--- src/rtl/inert_seq_if.sv ---
// rtl/inert_seq_if.sv - SPI master command/response bundle driven by the inertial sequencer
interface inert_seq_if;
    logic        wrt;
    logic [15:0] cmd;
    logic        done;
    logic [15:0] rd_data;

    modport master (output wrt, output cmd, input done, input rd_data);
    modport slave  (input wrt, input cmd, output done, output rd_data);
endinterface

--- src/rtl/inert_seq.sv ---
// rtl/inert_seq.sv - inertial sensor sequencer: power-up wait, config writes, yaw-rate reads
module inert_seq #(
    parameter int          WAIT_BITS = 16,
    parameter logic [15:0] CFG0      = 16'h0D02,
    parameter logic [15:0] CFG1      = 16'h1160,
    parameter logic [15:0] CFG2      = 16'h1440,
    parameter logic [15:0] RD_YAWL   = 16'hA600,
    parameter logic [15:0] RD_YAWH   = 16'hA700
) (
    input  logic               clk,
    input  logic               rst_n,
    input  logic               INT,
    inert_seq_if.master        spi,
    output logic [15:0]        yaw_rt,
    output logic               vld,
    output logic               init_done
);

    typedef enum logic [2:0] {
        PWR_WAIT,
        W_CFG0,
        W_CFG1,
        W_CFG2,
        IDLE,
        W_YAWL,
        W_YAWH
    } state_t;

    state_t               state, state_nxt;
    logic [WAIT_BITS-1:0] timer;
    logic                 timer_full;
    logic                 int_s1, int_s2;
    logic                 done_q, done_rise;
    logic [7:0]           low_hold, low_hold_nxt;
    logic                 wrt_nxt, vld_nxt, init_nxt;
    logic [15:0]          cmd_nxt, yaw_nxt;

    // Upper byte of each read word carries the echoed command, not data.
    logic unused_rd_hi;
    assign unused_rd_hi = ^spi.rd_data[15:8];

    assign timer_full = &timer;
    assign done_rise  = spi.done & ~done_q;

    always_ff @(posedge clk or negedge rst_n) begin
        if (!rst_n) begin
            state     <= PWR_WAIT;
            timer     <= '0;
            int_s1    <= 1'b0;
            int_s2    <= 1'b0;
            done_q    <= 1'b0;
            low_hold  <= 8'h00;
            spi.wrt   <= 1'b0;
            spi.cmd   <= 16'h0000;
            yaw_rt    <= 16'h0000;
            vld       <= 1'b0;
            init_done <= 1'b0;
        end else begin
            state     <= state_nxt;
            int_s1    <= INT;
            int_s2    <= int_s1;
            done_q    <= spi.done;
            low_hold  <= low_hold_nxt;
            spi.wrt   <= wrt_nxt;
            spi.cmd   <= cmd_nxt;
            yaw_rt    <= yaw_nxt;
            vld       <= vld_nxt;
            init_done <= init_nxt;
            // Saturates so a long power-up wait cannot wrap and restart.
            if (state == PWR_WAIT && !timer_full) begin
                timer <= timer + {{(WAIT_BITS-1){1'b0}}, 1'b1};
            end
        end
    end

    always_comb begin
        state_nxt    = state;
        wrt_nxt      = 1'b0;
        cmd_nxt      = spi.cmd;
        yaw_nxt      = yaw_rt;
        vld_nxt      = 1'b0;
        init_nxt     = init_done;
        low_hold_nxt = low_hold;
        case (state)
            PWR_WAIT: begin
                if (timer_full) begin
                    wrt_nxt   = 1'b1;
                    cmd_nxt   = CFG0;
                    state_nxt = W_CFG0;
                end
            end
            W_CFG0: begin
                if (done_rise) begin
                    wrt_nxt   = 1'b1;
                    cmd_nxt   = CFG1;
                    state_nxt = W_CFG1;
                end
            end
            W_CFG1: begin
                if (done_rise) begin
                    wrt_nxt   = 1'b1;
                    cmd_nxt   = CFG2;
                    state_nxt = W_CFG2;
                end
            end
            W_CFG2: begin
                if (done_rise) begin
                    init_nxt  = 1'b1;
                    state_nxt = IDLE;
                end
            end
            IDLE: begin
                if (int_s2) begin
                    wrt_nxt   = 1'b1;
                    cmd_nxt   = RD_YAWL;
                    state_nxt = W_YAWL;
                end
            end
            W_YAWL: begin
                if (done_rise) begin
                    low_hold_nxt = spi.rd_data[7:0];
                    wrt_nxt      = 1'b1;
                    cmd_nxt      = RD_YAWH;
                    state_nxt    = W_YAWH;
                end
            end
            W_YAWH: begin
                if (done_rise) begin
                    yaw_nxt   = {spi.rd_data[7:0], low_hold};
                    vld_nxt   = 1'b1;
                    state_nxt = IDLE;
                end
            end
            default: begin
                state_nxt = PWR_WAIT;
            end
        endcase
    end

endmodule

--- src/flat_wrapper.sv ---
// flat-port wrapper written by rule: the top's interface ports become plain ports
module inert_seq_flat 
#(
    parameter int          WAIT_BITS = 16,
    parameter logic [15:0] CFG0      = 16'h0D02,
    parameter logic [15:0] CFG1      = 16'h1160,
    parameter logic [15:0] CFG2      = 16'h1440,
    parameter logic [15:0] RD_YAWL   = 16'hA600,
    parameter logic [15:0] RD_YAWH   = 16'hA700
)
  (clk, rst_n, INT, yaw_rt, vld, init_done, spi_wrt, spi_cmd, spi_done, spi_rd_data);
  inert_seq_if spi_i ();
  input  logic clk;
  input  logic rst_n;
  input  logic INT;
  output logic [15:0] yaw_rt;
  output logic vld;
  output logic init_done;
  output wire logic [$bits(spi_i.wrt)-1:0] spi_wrt;
  output wire logic [$bits(spi_i.cmd)-1:0] spi_cmd;
  input wire logic [$bits(spi_i.done)-1:0] spi_done;
  input wire logic [$bits(spi_i.rd_data)-1:0] spi_rd_data;
  assign spi_wrt = spi_i.wrt;
  assign spi_cmd = spi_i.cmd;
  assign spi_i.done = spi_done;
  assign spi_i.rd_data = spi_rd_data;
  inert_seq #(.WAIT_BITS(WAIT_BITS), .CFG0(CFG0), .CFG1(CFG1), .CFG2(CFG2), .RD_YAWL(RD_YAWL), .RD_YAWH(RD_YAWH)) u_core (.clk(clk), .rst_n(rst_n), .INT(INT), .spi(spi_i), .yaw_rt(yaw_rt), .vld(vld), .init_done(init_done));
endmodule
--- config.mk ---
export PLATFORM = sky130hd
export DESIGN_NAME = inert_seq_flat
export DESIGN_NICKNAME = d
export VERILOG_FILES = /design/src/rtl/inert_seq_if.sv /design/src/rtl/inert_seq.sv /design/src/flat_wrapper.sv
export SDC_FILE = /design/constraint.sdc
export NUM_CORES = 1
export LEC_CHECK = 0
export CORE_MARGIN = 10
export CORE_UTILIZATION = 45
export CTS_BUF_LIST = sky130_fd_sc_hd__clkbuf_4 sky130_fd_sc_hd__clkbuf_8
export DETAILED_ROUTE_END_ITERATION = 8
export PLACE_DENSITY = 0.72
export REMOVE_ABC_BUFFERS = 1
export SYNTH_ARGS = -nofsm -noshare
export SYNTH_HDL_FRONTEND = slang
export SYNTH_SLANG_ARGS = --single-unit
--- constraint.sdc ---
create_clock -name clk -period 3.2 [get_ports clk]
set_clock_uncertainty 0.05 [all_clocks]
set_input_delay 0.32 -clock clk [delete_from_list [all_inputs] [get_ports clk]]
set_output_delay 0.32 -clock clk [all_outputs]
set_load 0.02 [all_outputs]
* After elaboration in Yosys (flattened, before gate mapping) *
Cells that the tools add are included.

cells by class
  equality and inequality tests = 12
  add/subtract/negate cells = 1
  reduce and logical (&&, ||, !) cells = 12
  multiplexer cells = 18
  bitwise gates (word level) = 2

operators by type and width
  operator                                                          number
  16-bit 2-to-1 mux                                                 5
  16-bit one-hot mux with 5 select lines                            1
  3-bit 2-to-1 mux                                                  6
  3-bit one-hot mux with 6 select lines                             1
  16-bit by 1-bit adder with 16-bit output (second input constant)  1
  16-bit AND reduction                                              1
  2-bit by 1-bit != test with 1-bit output (second input constant)  6
  6-bit AND reduction                                               2
  3-bit == test (second input constant)                             3
  3-bit by 2-bit == test with 1-bit output (second input constant)  2
  2-bit AND reduction                                               3
  5-bit nonzero test                                                1
  1-bit 2-to-1 mux                                                  4
  3-bit by 1-bit == test with 1-bit output (second input constant)  1
  3-bit zero test                                                   1
  1-bit one-hot mux with 3 select lines                             1
  3-bit OR reduction                                                1
  2-bit OR reduction                                                1
  1-bit bitwise AND                                                 1
  1-bit logical AND                                                 1
  1-bit zero test                                                   1
  1-bit inverter                                                    1

storage, ports and cells
  output and inout port bits = 35
  bits in registers = 65
  word-level logic and storage cells = 56
  input bits = 20

* Logic depth before layout (Yosys ltp) *
  depth in word-level cells = 4
  gate-level depth with buffers = 6
  gate-level depth less buffers = 5

* Least setup slack after synthesis *
OpenSTA, ideal clock, no wires.

  kind = register -> register
  start = register u_core.done_q
  end = register u_core.yaw_rt[10]
  setup slack = 1.321 ns
  data arrival time = 1.705 ns
  stages on the path, launching flop included = 6
  buffers on the path = 1
  clock period less this slack = 1.879 ns
  required time = 3.025 ns
  library setup time = 0.125 ns
  cell sequence = dfrtp_1 > nor2b_1 > nand2_1 > nor3b_2 > buf_4 > mux2_2

on the way
  cells in the longest elaborated chain, start to end = 3

RTL lines
  element                        RTL line         source
  start: declaration             inert_seq.sv:33  logic done_q, done_rise;
  start signal: assignment       inert_seq.sv:62  done_q <= spi.done;
  1-bit inverter                 inert_seq.sv:43  assign done_rise = spi.done & ~done_q;
  1-bit bitwise AND              inert_seq.sv:43
  2-bit AND reduction (no line)  -
  end signal: assignment         inert_seq.sv:66  yaw_rt <= yaw_nxt;
  end: declaration               inert_seq.sv:14  output logic [15:0] yaw_rt,

Every way passes these cells.
A chain may end at the register's enable or synchronous reset.

* Final worst setup path *
  start = input port spi_done
  end = register u_core.yaw_rt[5]

on the way
  cells in the longest elaborated chain, start to end = 2

RTL lines
  element                        RTL line            source
  start: declaration             flat_wrapper.sv:21  input wire logic [$bits(spi_i.done)-1:0] spi_done;
  1-bit bitwise AND              inert_seq.sv:43
  2-bit AND reduction (no line)  -

Every way passes these cells.

==> out/metrics.csv <==
stage,metric,value,unit
die,dieArea,8611,um^2
drt,drc,0,
setup_path,path_max_fanout,7,
clock_network,clock_tree.buffer_depth,2,
sta,final-max-slew-violation-count,0,
sta,slew_headroom,47.46,%
clock_network,postCtsSetupRepairBufs,0,
sta,tns,0,ps
grt,antenna_found_initial,0,
clock_network,clock-sinks,55,
setup_path,arrival,2390,ps
clock_network,ctsRootBufferMaster,clkbuf_8,
clock_network,post_cts_resized,0,
final_layout,layout_common_cells,"dfrtp_1, clkdlybuf4s50_1, mux2_2",
drt,drt-total-wl,4362,um
pwr,vdd_drop_max,0.4311,mV
final_layout,n_antenna_cell,0,
grt,grt.overflow.total,0,
clock_network,cts_made_buffers,5,
clock_network,cts_tree,built,
grt,grt_max_degree,37,
pwr,p_leak,1.309,nW
die,die_w,92.80,um
pwr,p_per_area,796.5,nW/um^2
setup_path,r2r_slack,1040,ps
final_layout,final_core_utilization,56.66,%
sta,finalCritPeriodShare,70.12,%
logic_synthesis,ys_warn_count,0,
final_layout,fill_cells,428,
sta,setup_viol,0,
logic_synthesis,synthFlopType,dfrtp_1,
logic_synthesis,synth_edf_count,0,
placed_design,placed_area,2805,um^2
pwr,power,2.305,mW
placed_design,hpwl,3229,um
sta,hold_violations,0,
die,coreArea,5107,um^2
clock_network,postCtsHoldBufs,0,
logic_synthesis,syn_area,2385,um^2
logic_synthesis,synth_cell_types,39,
sta,fmax,445.7,MHz
drt,wl_per_cell,14.54,um
clock_network,clk_latency,300,ps
drt,via_per_inst,4.990,
clock_network,htreeDepth,2,
die,initial_core_util,46.69,%
setup_path,r2r_start,u_core.timer[0]$_DFFE_PN0P_,
die,rows,26,
status,status,completed,
sta,period_needed,2244,ps
placed_design,io_buffers,40,
final_layout,syn_to_final_growth,21.35,%
die,die_y,92.80,um
logic_synthesis,ys_seq_elements,55,
sta,worst_pin_slew,788.0,ps
logic_synthesis,synth_top_area_share,57.71,%
final_layout,finalInstanceArea,2894,um^2
die,io_pins,55,
setup_path,critPathKind,in -> reg,
setup_path,rr_endpoint,u_core.spi.cmd[12]$_DFFE_PN0P_,
setup_path,startpoint_type,input pin,
setup_path,cp.required,3340,ps
drt,final_antenna_net_count,0,
drt,vias,1497,
setup_path,r2r_cells,6,
logic_synthesis,synth_area_per_cell,12.62,um^2
setup_path,crit_path_end_kind,register,
logic_synthesis,synth_area_leaders,"dfrtp_1, mux2_2, xor2_1",
final_layout,stdcell_count,300,
clock_network,clk_pin_slew,100,ps
hold_path,min_path_type,in -> async,
drt,drt_first_pass_iters,4,
final_layout,mostFrequentLayoutCell,dfrtp_1,
logic_synthesis,synthCells,189,
logic_synthesis,yosysTopAreaCell,dfrtp_1,
grt,grt_pass1_vias,1554,
placed_design,placed_cells,292,
grt,grt_use_total,10.69,%
sta,rsz0062_at_grt,false,
final_layout,drive_gt1_share,19.57,%
final_layout,layout.nets,250,
logic_synthesis,ys_async_sr_fraction,100.0,%
flow_run,cap_violations,0,
drt,drt_iter0_drc,55,
grt,grt_pass1_wl,7562,um
placed_design,gp_congestion,0.7585,
logic_synthesis,yosysSeqAreaShare,57.71,%
==> power by group <==
group          total (mW)  internal (mW)  leakage (nW)  switching [mW]
registers            1.11          0.915         0.718           0.191
clock network       0.378          0.153        0.0402           0.225
logic               0.821          0.439         0.550           0.382
==> area by class of cell <==
class                           instances  area [um^2]  area share [%]
Sequential cell                        55         1376           47.56
Multi-Input combinational cell        117        893.4           30.87
Timing Repair Buffer                   44        425.4           14.70
Tap cell                               70        87.58           3.026
Clock buffer                            5        68.82           2.378
Inverter                                6        22.52          0.7782
Clock inverter                          3        20.02          0.6917
==> worst max-delay path, stage by stage <==
cell	delay (ps)
clkdlybuf4s50_1	510
nor2b_1	310
nand2_1	130
nor3b_2	510
buf_4	260
mux2_2	340
==> stage by stage <==
step                hold WS [ps]  worst slack (ps)
floorplan                 -25.59             520.9
global placement           283.4             652.2
detailed placement         287.3             589.3
CTS                        67.36             927.7
global route               97.56             757.8
finish                     41.55             956.3
==> Yosys cell counts, types with 2 or more instances <==
cell type and number:
nand3_1 5, xnor2_1 5, nand4_1 8, nor2_1 5
xor2_1 10, inv_1 6, o21ai_0 6, or4bb_1 2
dfrtp_1 55, a21o_1 2, nand2_1 10, nor3_1 6
nor3_2 2, buf_6 2, nor4_1 2, buf_4 11
mux2_2 25, a22o_1 2, clkbuf_1 2, and4_1 2
a21oi_1 3
==> worst max-delay path by stage <==
stage,from,endpoint
final,spi_done,u_core.yaw_rt[5]$_DFFE_PN0P_
after detailed placement,spi_done,u_core.yaw_rt[1]$_DFFE_PN0P_
after CTS,spi_done,u_core.yaw_rt[5]$_DFFE_PN0P_
after floorplan,u_core.timer[0]$_DFFE_PN0P_,u_core.spi.cmd[12]$_DFFE_PN0P_
after global routing,spi_done,u_core.yaw_rt[0]$_DFFE_PN0P_
after global placement,spi_done,u_core.yaw_rt[13]$_DFFE_PN0P_
==> registers in the layout, summed over array words and instances, names as in the netlist <==
name,flops
u_core.int_s2,1
u_core.init_done,1
u_core.spi.cmd,6
u_core.state,3
u_core.low_hold,8
u_core.done_q,1
u_core.vld,1
u_core.yaw_rt,16
u_core.timer,16
u_core.int_s1,1
u_core.spi.wrt,1
==> cell families after synthesis <==
family | count (synthesis) | share of synthesized area [%]
flip-flops | 55 | 57.71
multiplexers | 25 | 11.80
adder cells (fa/ha/maj) | 2 | 0.9443
AND/OR/NAND/NOR | 51 | 13.12
buffers and inverters | 22 | 5.876
other | 1 | 0.1572
XOR/XNOR | 15 | 5.509
AO/OA/AOI/OAI | 18 | 4.880
==> metal layers <==
metal	global-route usage [%]	wire length, um
met5	0	0
met4	3.085	40
met3	4.439	294
met2	17.35	2168
met1	12.67	1859
Power figures use the tool's default switching activity.
